File: src/rtl/bound_flasher_pkg.sv
// Shared state/count encodings and sizing defaults for the bound flasher.
// Imported by both next_state_generator and the sequential datapath.
package bound_flasher_pkg;

  localparam int LED_NUM_DEF = 16;
  localparam int CNT_W_DEF   = 5;

  // Counter values at which a held flick kicks the sequence back
  localparam int KICK_HI_CNT = 5;
  localparam int KICK_LO_CNT = 0;

  typedef enum logic [2:0] {
    INIT_STATE       = 3'd0,
    ONLED0_15_STATE  = 3'd1,
    OFFLED15_5_STATE = 3'd2,
    ONLED5_10_STATE  = 3'd3,
    OFFLED10_0_STATE = 3'd4,
    ONLED0_5_STATE   = 3'd5,
    OFFLED5_0_STATE  = 3'd6
  } main_state_e;

  typedef enum logic [1:0] {
    COUNT_DIS     = 2'b00,
    COUNT_UP_EN   = 2'b01,
    COUNT_DOWN_EN = 2'b10
  } count_state_e;

endpackage

File: src/rtl/flasher_state_datapath_if.sv
// Generator <-> datapath bundle; master = next_state_generator side, slave = datapath.
// All signals are plain per-cycle levels, no handshake or backpressure.
interface flasher_if
  import bound_flasher_pkg::*;
#(
  parameter int LED_NUM = LED_NUM_DEF,
  parameter int CNT_W   = CNT_W_DEF
) ();

  logic               flick_in;
  logic [2:0]         main_state_n;
  logic [CNT_W-1:0]   counter_load;
  logic               counter_load_en;
  logic [1:0]         count_state;

  logic [2:0]         main_state;
  logic [CNT_W-1:0]   counter;
  logic               flick;
  logic               kickback_match;
  logic [LED_NUM-1:0] led;

  modport master (
    output flick_in, main_state_n, counter_load, counter_load_en, count_state,
    input  main_state, counter, flick, kickback_match, led
  );

  modport slave (
    input  flick_in, main_state_n, counter_load, counter_load_en, count_state,
    output main_state, counter, flick, kickback_match, led
  );

endinterface

File: src/rtl/flasher_state_datapath_led_counter.sv
// Saturating load/up/down lamp counter with registered thermometer LED vector.
// Latency 1 clk from controls to counter and led; no backpressure.
module led_counter
  import bound_flasher_pkg::*;
#(
  parameter int LED_NUM = LED_NUM_DEF,
  parameter int CNT_W   = CNT_W_DEF
) (
  input  logic               clk,
  input  logic               rst,
  input  logic [CNT_W-1:0]   load_i,
  input  logic               load_en_i,
  input  logic [1:0]         count_state_i,
  output logic [CNT_W-1:0]   counter_o,
  output logic [LED_NUM-1:0] led_o
);

  localparam logic [CNT_W-1:0] CNT_MAX = CNT_W'(LED_NUM);

  logic [CNT_W-1:0]   counter_q, counter_d;
  logic [LED_NUM-1:0] led_q, led_d;

  always_comb begin
    counter_d = counter_q;
    if (load_en_i) begin
      counter_d = (load_i > CNT_MAX) ? CNT_MAX : load_i;
    end else begin
      case (count_state_i)
        COUNT_UP_EN: begin
          if (counter_q < CNT_MAX) counter_d = counter_q + CNT_W'(1);
        end
        COUNT_DOWN_EN: begin
          if (counter_q != '0) counter_d = counter_q - CNT_W'(1);
        end
        default: counter_d = counter_q;
      endcase
    end
  end

  // led is built from counter_d so it never lags the counter by a cycle
  always_comb begin
    led_d = '0;
    for (int i = 0; i < LED_NUM; i++) begin
      led_d[i] = (CNT_W'(i) < counter_d);
    end
  end

  always_ff @(posedge clk or posedge rst) begin
    if (rst) begin
      counter_q <= '0;
      led_q     <= '0;
    end else begin
      counter_q <= counter_d;
      led_q     <= led_d;
    end
  end

  assign counter_o = counter_q;
  assign led_o     = led_q;

endmodule

File: src/rtl/flasher_state_datapath.sv
// Clocked half of the bound flasher: state register, flick conditioning, lamp counter.
// Latency 1 clk state/counter (flick +2 clk with FLICK_SYNC_EN); no backpressure.
module flasher_state_datapath
  import bound_flasher_pkg::*;
#(
  parameter int LED_NUM = LED_NUM_DEF,
  parameter int CNT_W   = CNT_W_DEF
) (
  input logic    clk,
  input logic    rst,
  flasher_if.slave bus
);

  logic [2:0]         main_state_q, main_state_d;
  logic               flick_w;
  logic               kick_hit;
  logic [CNT_W-1:0]   counter_w;
  logic [LED_NUM-1:0] led_w;

  // Illegal codes pass through; the generator is responsible for recovery
  assign main_state_d = bus.main_state_n;

  always_ff @(posedge clk or posedge rst) begin
    if (rst) main_state_q <= INIT_STATE;
    else     main_state_q <= main_state_d;
  end

`ifdef FLICK_SYNC_EN
  logic [1:0] sync_q, sync_d;

  assign sync_d = {sync_q[0], bus.flick_in};

  always_ff @(posedge clk or posedge rst) begin
    if (rst) sync_q <= '0;
    else     sync_q <= sync_d;
  end

  assign flick_w = sync_q[1];
`else
  assign flick_w = bus.flick_in;
`endif

  led_counter #(
    .LED_NUM (LED_NUM),
    .CNT_W   (CNT_W)
  ) u_led_counter (
    .clk           (clk),
    .rst           (rst),
    .load_i        (bus.counter_load),
    .load_en_i     (bus.counter_load_en),
    .count_state_i (bus.count_state),
    .counter_o     (counter_w),
    .led_o         (led_w)
  );

  always_comb begin
    kick_hit = 1'b0;
    if (main_state_q == OFFLED15_5_STATE && counter_w == CNT_W'(KICK_HI_CNT)) kick_hit = 1'b1;
    if (main_state_q == OFFLED10_0_STATE && counter_w == CNT_W'(KICK_LO_CNT)) kick_hit = 1'b1;
  end

  assign bus.main_state     = main_state_q;
  assign bus.counter        = counter_w;
  assign bus.led            = led_w;
  assign bus.flick          = flick_w;
  assign bus.kickback_match = flick_w & kick_hit;

endmodule
File: src/flat_wrapper.sv
// flat-port wrapper written by rule: the top's interface ports become plain ports
module flasher_state_datapath_flat import bound_flasher_pkg::*;
#(
  parameter int LED_NUM = LED_NUM_DEF,
  parameter int CNT_W   = CNT_W_DEF
)
  (clk, rst, bus_flick_in, bus_main_state_n, bus_counter_load, bus_counter_load_en, bus_count_state, bus_main_state, bus_counter, bus_flick, bus_kickback_match, bus_led);
  flasher_if #(.LED_NUM(LED_NUM), .CNT_W(CNT_W)) bus_i ();
  input logic clk;
  input logic rst;
  input wire logic [$bits(bus_i.flick_in)-1:0] bus_flick_in;
  input wire logic [$bits(bus_i.main_state_n)-1:0] bus_main_state_n;
  input wire logic [$bits(bus_i.counter_load)-1:0] bus_counter_load;
  input wire logic [$bits(bus_i.counter_load_en)-1:0] bus_counter_load_en;
  input wire logic [$bits(bus_i.count_state)-1:0] bus_count_state;
  output wire logic [$bits(bus_i.main_state)-1:0] bus_main_state;
  output wire logic [$bits(bus_i.counter)-1:0] bus_counter;
  output wire logic [$bits(bus_i.flick)-1:0] bus_flick;
  output wire logic [$bits(bus_i.kickback_match)-1:0] bus_kickback_match;
  output wire logic [$bits(bus_i.led)-1:0] bus_led;
  assign bus_i.flick_in = bus_flick_in;
  assign bus_i.main_state_n = bus_main_state_n;
  assign bus_i.counter_load = bus_counter_load;
  assign bus_i.counter_load_en = bus_counter_load_en;
  assign bus_i.count_state = bus_count_state;
  assign bus_main_state = bus_i.main_state;
  assign bus_counter = bus_i.counter;
  assign bus_flick = bus_i.flick;
  assign bus_kickback_match = bus_i.kickback_match;
  assign bus_led = bus_i.led;
  flasher_state_datapath #(.LED_NUM(LED_NUM), .CNT_W(CNT_W)) u_core (.clk(clk), .rst(rst), .bus(bus_i));
endmodule
File: config.mk
export PLATFORM = sky130hd
export DESIGN_NAME = flasher_state_datapath_flat
export DESIGN_NICKNAME = d
export VERILOG_FILES = /design/src/rtl/bound_flasher_pkg.sv /design/src/rtl/flasher_state_datapath_if.sv /design/src/rtl/flasher_state_datapath_led_counter.sv /design/src/rtl/flasher_state_datapath.sv /design/src/flat_wrapper.sv
export SDC_FILE = /design/constraint.sdc
export NUM_CORES = 1
export LEC_CHECK = 0
export CAP_MARGIN = 20
export CORE_MARGIN = 1
export CORE_UTILIZATION = 61
export DETAILED_ROUTE_END_ITERATION = 10
export DONT_BUFFER_PORTS = 1
export PLACE_DENSITY = 0.77
export SETUP_SLACK_MARGIN = 0.05
export SYNTH_ARGS = -nofsm -noshare
export SYNTH_HDL_FRONTEND = slang
export SYNTH_HIERARCHICAL = 1
export SYNTH_SLANG_ARGS = --single-unit
File: constraint.sdc
create_clock -name clk -period 2.87 [get_ports clk]
set_input_delay 0.574 -clock clk [delete_from_list [all_inputs] [get_ports clk]]
set_output_delay 0.574 -clock clk [all_outputs]
set_load 0.05 [all_outputs]
=== Yosys cells after proc, flatten, opt, wreduce, memory -nomap -nowiden ===
Cells that the tools add are included.

* $add $sub $neg: 2
* Magnitude comparators: 18
* Eq/ne operators: 5
* Multiplexer cells: 7
* Bitwise operators: 1
* Reductions and logical operators: 4

{| class="wikitable"
|+ Operators with widths
! kind !! count
|-
| $lt A4 B5 Y1 const A || 8
|-
| $lt A3 B5 Y1 const A || 4
|-
| $mux W5 || 4
|-
| $lt A1 B5 Y1 const A || 2
|-
| $lt A2 B5 Y1 const A || 2
|-
| $pmux W5 S2 || 1
|-
| $add A5 B1 Y5 const B || 1
|-
| $eq A5 B3 Y1 const B || 1
|-
| $gt A5 B5 Y1 const B || 1
|-
| $logic_not A5 Y1 || 1
|-
| $lt A5 B5 Y1 const B || 1
|-
| $reduce_bool A5 Y1 || 1
|-
| $sub A5 B1 Y5 const B || 1
|-
| $eq A3 B2 Y1 const B || 1
|-
| $eq A3 B3 Y1 const B || 1
|-
| $eq A2 B1 Y1 const B || 1
|-
| $eq A2 B2 Y1 const B || 1
|-
| $logic_and A1 B1 Y1 || 2
|-
| $mux W1 || 2
|-
| $and A1 B1 Y1 || 1
|}

* Flip-flop bits (word level): 24
* Input bits: 14
* Output and inout port bits: 26
* Logic and storage cells: 40

=== Logic depth before layout (Yosys ltp) ===
Gate-level depths: netlist of run 1.

* Word-level depth: 5
* Gate-level depth with buffers: 9
* Depth with buffers taken out: 7

=== Cells and area by module ===
Netlist of run 1, hierarchy kept.

{| class="wikitable"
|+ Modules (own cells, without submodules)
! module !! times used !! cells each !! area an instance (um^2) !! seq. area each (um^2)
|-
| led_counter || 1 || 114 || 1113.6 || 500.5
|-
| flasher_state_datapath || 1 || 9 || 133.9 || 75.1
|}

=== Worst setup path after synthesis of run 1 ===
OpenSTA, ideal clock, no wires.

* Path type: register -> register
* Start point: reg u_core.u_led_counter.counter_q[1], in the netlist u_core/u_led_counter/counter_o[1]
* End point: reg u_core.u_led_counter.led_q[14], in the netlist u_core/u_led_counter/led_o[14]
* Setup time: 0.095 ns
* Arrival: 2.429 ns
* Required time: 2.775 ns
* Slack: 0.346 ns
* Cell stages (with the launch flop): 8
* Path buffers: 0
* Period minus slack after synthesis: 2.524 ns
* Path through: dfrtp_1 > inv_1 > ha_1 > nor4b_2 > mux2_2 > a221oi_1 > nand2_1 > o31ai_1

* Longest elaborated chain between the ends: 5
* Elaborated cells on any way between the ends: 9
* Those cells by class: add/sub (2); order compare (2); mux (4); reduce/logical (1)

{| class="wikitable"
|+ Ends and longest elaborated chain
! what !! RTL line !! RTL
|-
| start: declaration || flasher_state_datapath_led_counter.sv:20 || <nowiki>logic [CNT_W-1:0] counter_q, counter_d;</nowiki>
|-
| start signal: assignment || flasher_state_datapath_led_counter.sv:53 || <nowiki>counter_q <= counter_d;</nowiki>
|-
| $lt A5 B5 Y1 or $reduce_bool A5 Y1 (tied branches) || flasher_state_datapath_led_counter.sv:30, flasher_state_datapath_led_counter.sv:33 ||
|-
| $mux W5, on equally long branches || flasher_state_datapath_led_counter.sv:30, flasher_state_datapath_led_counter.sv:33 ||
|-
| $pmux W5 S2 * || flasher_state_datapath_led_counter.sv:28 || <nowiki>case (count_state_i)</nowiki>
|-
| $mux W5 * || flasher_state_datapath_led_counter.sv:25 || <nowiki>if (load_en_i) begin</nowiki>
|-
| net u_core.u_led_counter.counter_d[0] || flasher_state_datapath_led_counter.sv:20 ||
|-
| $lt A4 B5 Y1 * || flasher_state_datapath_led_counter.sv:44 || <nowiki>led_d[i] = (CNT_W'(i) < counter_d);</nowiki>
|-
| net u_core.u_led_counter.led_d[14] || flasher_state_datapath_led_counter.sv:21 || <nowiki>logic [LED_NUM-1:0] led_q, led_d;</nowiki>
|-
| end signal: assignment || flasher_state_datapath_led_counter.sv:54 || <nowiki>led_q <= led_d;</nowiki>
|-
| end: declaration || flasher_state_datapath_led_counter.sv:21 ||
|}

The timed path passes the listed nets; every way through them passes the cells marked *.

=== Worst setup path after layout of run 1 ===
* Start point: reg u_core.u_led_counter.counter_q[0], in the netlist u_core/u_led_counter/counter_o[0]
* End point: reg u_core.u_led_counter.led_q[12], in the netlist u_core/u_led_counter/led_o[12]

* Longest elaborated chain between the ends: 5
* Elaborated cells on any way between the ends: 9
* Those cells by class: add/sub (2); order compare (2); mux (4); reduce/logical (1)

{| class="wikitable"
|+ Ends and longest elaborated chain
! what !! RTL line !! RTL
|-
| $sub A5 B1 Y5 (tied with other cells) || flasher_state_datapath_led_counter.sv:33 || <nowiki>if (counter_q != '0) counter_d = counter_q - CNT_W'(1);</nowiki>
|-
| $mux W5, on equally long branches || flasher_state_datapath_led_counter.sv:33, flasher_state_datapath_led_counter.sv:30 ||
|-
| $pmux W5 S2 * || flasher_state_datapath_led_counter.sv:28 ||
|-
| $mux W5 * || flasher_state_datapath_led_counter.sv:25 ||
|-
| net u_core.u_led_counter.counter_d[0] || flasher_state_datapath_led_counter.sv:20 ||
|-
| $lt A4 B5 Y1 * || flasher_state_datapath_led_counter.sv:44 ||
|-
| net u_core.u_led_counter.led_d[12] || flasher_state_datapath_led_counter.sv:21 ||
|}

Marked as above.

==> results of run 1 <==
cells by family (layout without fill, tap and decap cells):
logic type | Yosys count | after routing | synth area share (%)
muxes | 3 | 3 | 2.608
and+or+nand+nor | 36 | 36 | 18.96
DFF | 23 | 23 | 46.14
xor gates and xnor gates | 1 | 1 | 0.7022
buffers and inverters | 24 | 26 | 9.628
adders and majority gates | 4 | 4 | 4.012
AOI/OAI and AO/OA | 32 | 32 | 17.96
stage by stage:
step | util [%] | setup WS (ns) | std cells | area [sq um] | power [mW]
2_1_floorplan | - | 0.3458 | 123 | 1247 | 0.6950
3_3_place_gp | 69.21 | 0.4729 | 145 | 1260 | 0.7219
3_5_place_dp | 69.21 | 0.3333 | 145 | 1260 | 0.7277
4_1_cts | 71.27 | 0.2894 | 150 | 1297 | 0.8725
5_1_grt | 71.27 | 0.1472 | 150 | 1297 | 0.9075
6_report | 71.27 | 0.2927 | 150 | 1297 | 0.8698
cells in the final DEF, fill, tap and decap left out, types with 2 or more instances in the layout:
cell type,count
a211o_1,2
a211oi_1,4
a21oi_1,5
and3b_1,2
buf_4,6
clkbuf_4,3
dfrtp_1,23
ha_1,4
inv_1,15
mux2_2,2
nand2_1,8
nand2b_1,8
nand3_1,3
nor2_1,4
nor4b_2,2
o21ai_0,9
o31a_1,2
o31ai_1,4
or3b_2,2
synth_stat cells:
library cell	n
a211o_1	2
buf_6	2
buf_4	4
and4b_1	1
clkbuf_1	3
nor4_2	1
a211oi_1	4
a221oi_1	1
o211a_1	1
o221ai_1	1
nand2_1	8
a31oi_1	1
nand3b_1	1
a31o_4	1
nor4b_2	2
a21oi_1	5
nand3_1	3
xnor2_1	1
nand4b_1	1
and3_1	1
and3b_1	2
or3b_2	2
dfrtp_1	23
nand2b_1	8
a22oi_1	1
inv_1	15
o21ai_0	9
mux2_2	2
o31a_1	2
nor2_1	4
o31ai_1	4
mux2i_1	1
or4_1	1
ha_1	4
and2_4	1
power by group through the flow:
stage | registers, mW | clock network, mW | logic [mW]
floorplan | 0.545 | 0 | 0.150
global placement | 0.526 | 0 | 0.196
detailed placement | 0.526 | 0 | 0.202
CTS | 0.520 | 0.149 | 0.203
global route | 0.525 | 0.160 | 0.222
finish | 0.519 | 0.146 | 0.205
what timing repair did:
action	CTS	global route
hold buffers	1	0
setup buffers	0	0
endpoints found under the hold margin	3	0
metal layers:
| metal | track usage (%) | up-vias | part of all wire, % |
|---|---|---|---|
| met5 | 0 | - | 0 |
| met2 | 36.99 | 45 | 48 |
| li1 | - | 434 | - |
| met4 | 13.71 | 0 | 2.2 |
| met1 | 32.33 | 441 | 44 |
| met3 | 3.846 | 4 | 6.3 |
flip-flops by register name (all words and copies together), names as in the netlist:
name / cells
u_core/u_led_counter/counter_o: 5
u_core/bus.main_state: 3
u_core/u_led_counter/led_o: 15
layout make-up:
type | count | area (sq um)
clock buffers | 3 | 22.52
clock inverters | 1 | 5.005
fillers | 149 | 523.0
inverters | 15 | 56.30
multi-input cells | 76 | 551.8
flip-flops and latches | 23 | 575.6
well taps | 25 | 31.28
repair buffers | 7 | 55.05
worst paths after layout:
check | cells past startpoint | startpoint | to
setup / recovery | 8 | u_core/u_led_counter/counter_o[0] | u_core/u_led_counter/led_o[12]
hold / removal | 1 | rst | u_core/u_led_counter/led_o[0]
setup reg to reg | 8 | u_core/u_led_counter/counter_o[0] | u_core/u_led_counter/led_o[12]
min in group clk | 0 | bus_main_state_n[0] | u_core/bus.main_state[0]
max in group asynchronous | 2 | rst | u_core/bus.main_state[1]
hold reg to reg | 3 | u_core/u_led_counter/counter_o[1] | u_core/u_led_counter/counter_o[1]
==> flow_metrics.env, run 1 <==
export IMPL_period_share_pct=89.80
export IMPL_synth_top_cell_area_share_pct=46.14
export IMPL_htree_levels=1
export IMPL_worstPathArrival_ns=2.79
export IMPL_vdd_drop_max_mv=0.5314
export IMPL_start_util_pct=68.52
export IMPL_cts_sinks=23
export IMPL_antenna_found_initial=0
export IMPL_path_max_fanout=5
export IMPL_drt_initial_drc_count=40
export IMPL_grt_pass1_wl_um=3594
export IMPL_antenna_cells=0
export IMPL_maxSlewViolCount=0
export IMPL_syn_num_nets=141
export IMPL_max_freq_mhz=388.0
export IMPL_insertion_delay_ns=0.32
export IMPL_mappedNetlistArea_sq_um=1247
export IMPL_rsz0062_at_grt="false"
export IMPL_detail_route_wl_per_cell_um=16.01
export IMPL_core_sq_um=1821
export IMPL_final_antenna_net_count=0
export IMPL_clk_pin_slew_ns=0.12
export IMPL_timing_hold_ws_ns=0.2324
export IMPL_nNetsFinal=144
export IMPL_setup_worst_path_end_class="flip-flop"
export IMPL_power_density_nw_per_um2=670.4
export IMPL_cts_buffers=3
export IMPL_routabilityCongestion=0.8903
export IMPL_hold_viol_final=0
export IMPL_hpwl_um=1758
export IMPL_fp_dieW_um=47.22
export IMPL_setup_tns_ns=0
export IMPL_cp_top_family="flip-flops"
export IMPL_status="completed"
export IMPL_vias_per_cell=6.160
export IMPL_overflow=0
export IMPL_dr_pass1_iters=4
export IMPL_clkPwrFrac_pct=16.8
export IMPL_io_buffers=0
export IMPL_finalCriticalPeriod_ns=2.577
export IMPL_postCtsResizedCells=0
export IMPL_seqPwrFrac_pct=59.7
export IMPL_net_switching_power_uw=378.7
export IMPL_vias=924
export IMPL_netlist_cell_type_count=35
export IMPL_tritoncts="done"
export IMPL_crit_buf_inv=2
export IMPL_fin_worst_skew_ns=0.01265
export IMPL_dieArea_sq_um=2230
export IMPL_cap_violations=0
export IMPL_pin_count=40
export IMPL_drive_gt1_share_pct=15.20
export IMPL_crit_chain="inv_1 > ha_1 > nor4b_2 > mux2_2 > a221oi_1 > buf_4 > nor2_1 > o31ai_1"
export IMPL_critPathSlowestCell="dfrtp_1"
export IMPL_clock_path_buffers=2
export IMPL_start_kind="flip-flop"
export IMPL_p_sw_share_pct=43.54
export IMPL_syn_to_final_growth_pct=4.012
export IMPL_synth_seq_cells=23
export IMPL_required_ns=3.09
export IMPL_syn_inst=123
export IMPL_grt_total_usage_pct=24.05
export IMPL_synth_area_leaders="dfrtp_1 (46%), inv_1 (4.5%), ha_1 (4.0%)"
export IMPL_fp_dieH_um=47.22
export IMPL_worstHoldPathType="in -> async"
export IMPL_leakagePower_nw=0.5975
export IMPL_p_int_uw=491.0
export IMPL_drc_errors=0
export IMPL_synth_area_leader_cell="dfrtp_1"
export IMPL_max_stage_delay_ns=0.59
export IMPL_seq_area_frac_synth_pct=46.14
export IMPL_grt_pass1_vias=792
export IMPL_tightest_slew_ns=0.6938
export IMPL_slew_headroom_pct=53.70
export IMPL_wl_um=2402
export IMPL_critPathKind="reg -> reg"
export IMPL_root_buffer="clkbuf_4"
export IMPL_finalSetupViolCount=0
export IMPL_combPwrFrac_pct=23.6
export IMPL_grt_max_degree=21
export IMPL_rrSetupSlack_ns=0.29
export IMPL_synth_warnings=6
export IMPL_num_rows=15
export IMPL_synth_avg_cell_area_sq_um=10.14
(Power assumes the default switching activity.)
==> run 2: changes to the inputs <==
Settings changed: CORE_UTILIZATION 61 to 55, PLACE_DENSITY 0.77 to 0.78.
Clock period 2.87 ns to 2.23 ns, I/O delays scaled along.
==> run 2 against run 1 <==
  * Register-to-register slack worse by 0.28 ns
  * First-iteration DRC count is 33% lower
  * Sequential share of layout area decreased by 6.2 points
  * Largest cell class is now multi-input gates
  * Highest routed layer unchanged
==> flow_metrics.env, run 2 (synthesized netlist as in run 1, its figures left out) <==
export IMPL_status="completed"
export IMPL_io_buffers=0
export IMPL_fin_total_pwr_mw=1.221
export IMPL_critPathKind="reg -> reg"
export IMPL_finalCriticalPeriod_ns=2.213
export IMPL_cap_violations=0
export IMPL_overflow=0
export IMPL_fin_worst_skew_ns=0.007112
export IMPL_fp_dieH_um=49.63
export IMPL_vias_per_cell=6.006
export IMPL_layout_common_cells="buf_4 (19), dfrtp_1 (18), inv_1 (13), nand2b_1 (8)"
export IMPL_largest_register_ffs=15
export IMPL_net_switching_power_uw=524.8
export IMPL_worstPathArrival_ns=2.44
export IMPL_antenna_cells=0
export IMPL_vias=1009
export IMPL_clock_path_buffers=2
export IMPL_wl_um=2924
export IMPL_period_share_pct=99.24
export IMPL_dpl_cell_count=156
export IMPL_dr_pass1_iters=4
export IMPL_path_max_fanout=5
export IMPL_grt_max_degree=21
export IMPL_start_kind="flip-flop"
export IMPL_antenna_found_initial=0
export IMPL_placed_area_sq_um=1374
export IMPL_power_density_nw_per_um2=797.3
export IMPL_routabilityCongestion=0.8776
export IMPL_grt_total_usage_pct=25.22
export IMPL_fin_cells=168
export IMPL_leakagePower_nw=0.6923
export IMPL_insertion_delay_ns=0.30
export IMPL_maxSlewViolCount=0
export IMPL_slew_headroom_pct=52.14
export IMPL_drc_errors=0
export IMPL_pin_count=40
export IMPL_finish_instance_area_sq_um=1531
export IMPL_grt_pass1_vias=987
export IMPL_worstHoldPathType="in -> async"
export IMPL_drive_gt1_share_pct=36.88
export IMPL_final_antenna_net_count=0
export IMPL_cts_buffers=3
export IMPL_core_sq_um=2042
export IMPL_tightest_slew_ns=0.7171
export IMPL_drt_initial_drc_count=27
export IMPL_fp_dieW_um=49.63
export IMPL_hpwl_um=1929
export IMPL_finalSetupViolCount=0
export IMPL_syn_to_final_growth_pct=22.77
export IMPL_setup_worst_path_end_class="flip-flop"
export IMPL_num_rows=16
export IMPL_max_freq_mhz=451.9
export IMPL_cts_sinks=23
export IMPL_htree_levels=1
export IMPL_root_buffer="clkbuf_4"
export IMPL_clkPwrFrac_pct=14.7
export IMPL_required_ns=2.46
export IMPL_dieArea_sq_um=2463
export IMPL_seqPwrFrac_pct=54.7
export IMPL_clk_pin_slew_ns=0.12
export IMPL_nNetsFinal=160
export IMPL_detail_route_wl_per_cell_um=17.40
export IMPL_p_sw_share_pct=42.97
export IMPL_grt_pass1_wl_um=4595
export IMPL_tritoncts="done"
export IMPL_final_common_cell="buf_4"
export IMPL_vdd_drop_max_mv=0.6974
export IMPL_rsz0062_at_grt="true"
export IMPL_p_int_uw=696.3
export IMPL_combPwrFrac_pct=30.6
export IMPL_hold_viol_final=0
export IMPL_start_util_pct=61.09
run 2: cell types whose count changed in the layout (fill, tap and decap cells not counted), sizes merged:
| cell | before | now |
|---|---|---|
| buf | 6 | 21 |
| a31o | 1 | 2 |
run 2: repair_timing:
| action | 4_1_cts | 5_1_grt |
|---|---|---|
| setup buffers | 5 | 1 |
| gates resized for setup | 10 | 7 |
| endpoints found under the setup margin | 4 | 12 |
| cloned | 0 | 1 |
| pin swaps | 5 | 6 |
| hold buffers | 1 | 0 |
| endpoints found under the hold margin | 3 | 0 |
run 2: cell type report:
| class | count | area (sq um) |
|---|---|---|
| multi-input cells | 77 | 651.9 |
| flip-flops and latches | 23 | 584.3 |
| fillers | 139 | 510.5 |
| repair buffers | 22 | 175.2 |
| inverters | 15 | 58.81 |
| well taps | 27 | 33.78 |
| clock buffers | 3 | 22.52 |
| clock inverters | 1 | 5.005 |
run 2: final timing paths:
path,cells past startpoint,endpoint,slack [ns],start
worst max-delay path,8,u_core/u_led_counter/led_o[14],0.02,u_core/u_led_counter/counter_o[0]
worst min-delay path,1,u_core/u_led_counter/led_o[5],0.14,rst
worst max register to register,8,u_core/u_led_counter/led_o[14],0.02,u_core/u_led_counter/counter_o[0]
worst min register to register,3,u_core/u_led_counter/counter_o[1],0.90,u_core/u_led_counter/counter_o[1]
max in group asynchronous,1,u_core/u_led_counter/counter_o[0],1.57,rst
min in group clk,0,u_core/bus.main_state[1],0.17,bus_main_state_n[1]
run 2: routing by layer:
layer | global-route usage [%] | share of wire (%)
met3 | 4.938 | 6.2
met4 | 9.524 | 2.4
met1 | 32.38 | 42
met5 | 0 | 0
met2 | 41.89 | 49
run 2: power by group through the flow:
stage | logic [mW] | clock network (mW) | registers (mW)
global route | 0.398 | 0.202 | 0.676
CTS | 0.343 | 0.186 | 0.669
global placement | 0.303 | 0 | 0.676
detailed placement | 0.309 | 0 | 0.675
finish | 0.374 | 0.179 | 0.668
floorplan | 0.208 | 0 | 0.707
run 2: stage by stage:
| step | setup TNS [ns] | hold slack [ns] | utilization [%] | setup WS [ns] |
|---|---|---|---|---|
| detailed placement | 0 | 0.2052 | 67.28 | 0.03608 |
| CTS | 0 | 0.1505 | 72.98 | 0.02742 |
| global placement | 0 | 0.2036 | 67.28 | 0.03965 |
| global route | -0.1753 | 0.1427 | 75.00 | -0.04769 |
| finish | 0 | 0.1373 | 75.00 | 0.01694 |
| floorplan | 0 | 0.1996 | - | 0.07092 |
run 2: critical path, stage by stage (launching register included):
cell	delay (ns)
dfrtp_4	0.59
inv_4	0.10
ha_4	0.13
nor4b_4	0.26
mux2_4	0.34
a221oi_2	0.24
buf_4	0.20
nand2_4	0.07
o31ai_4	0.20
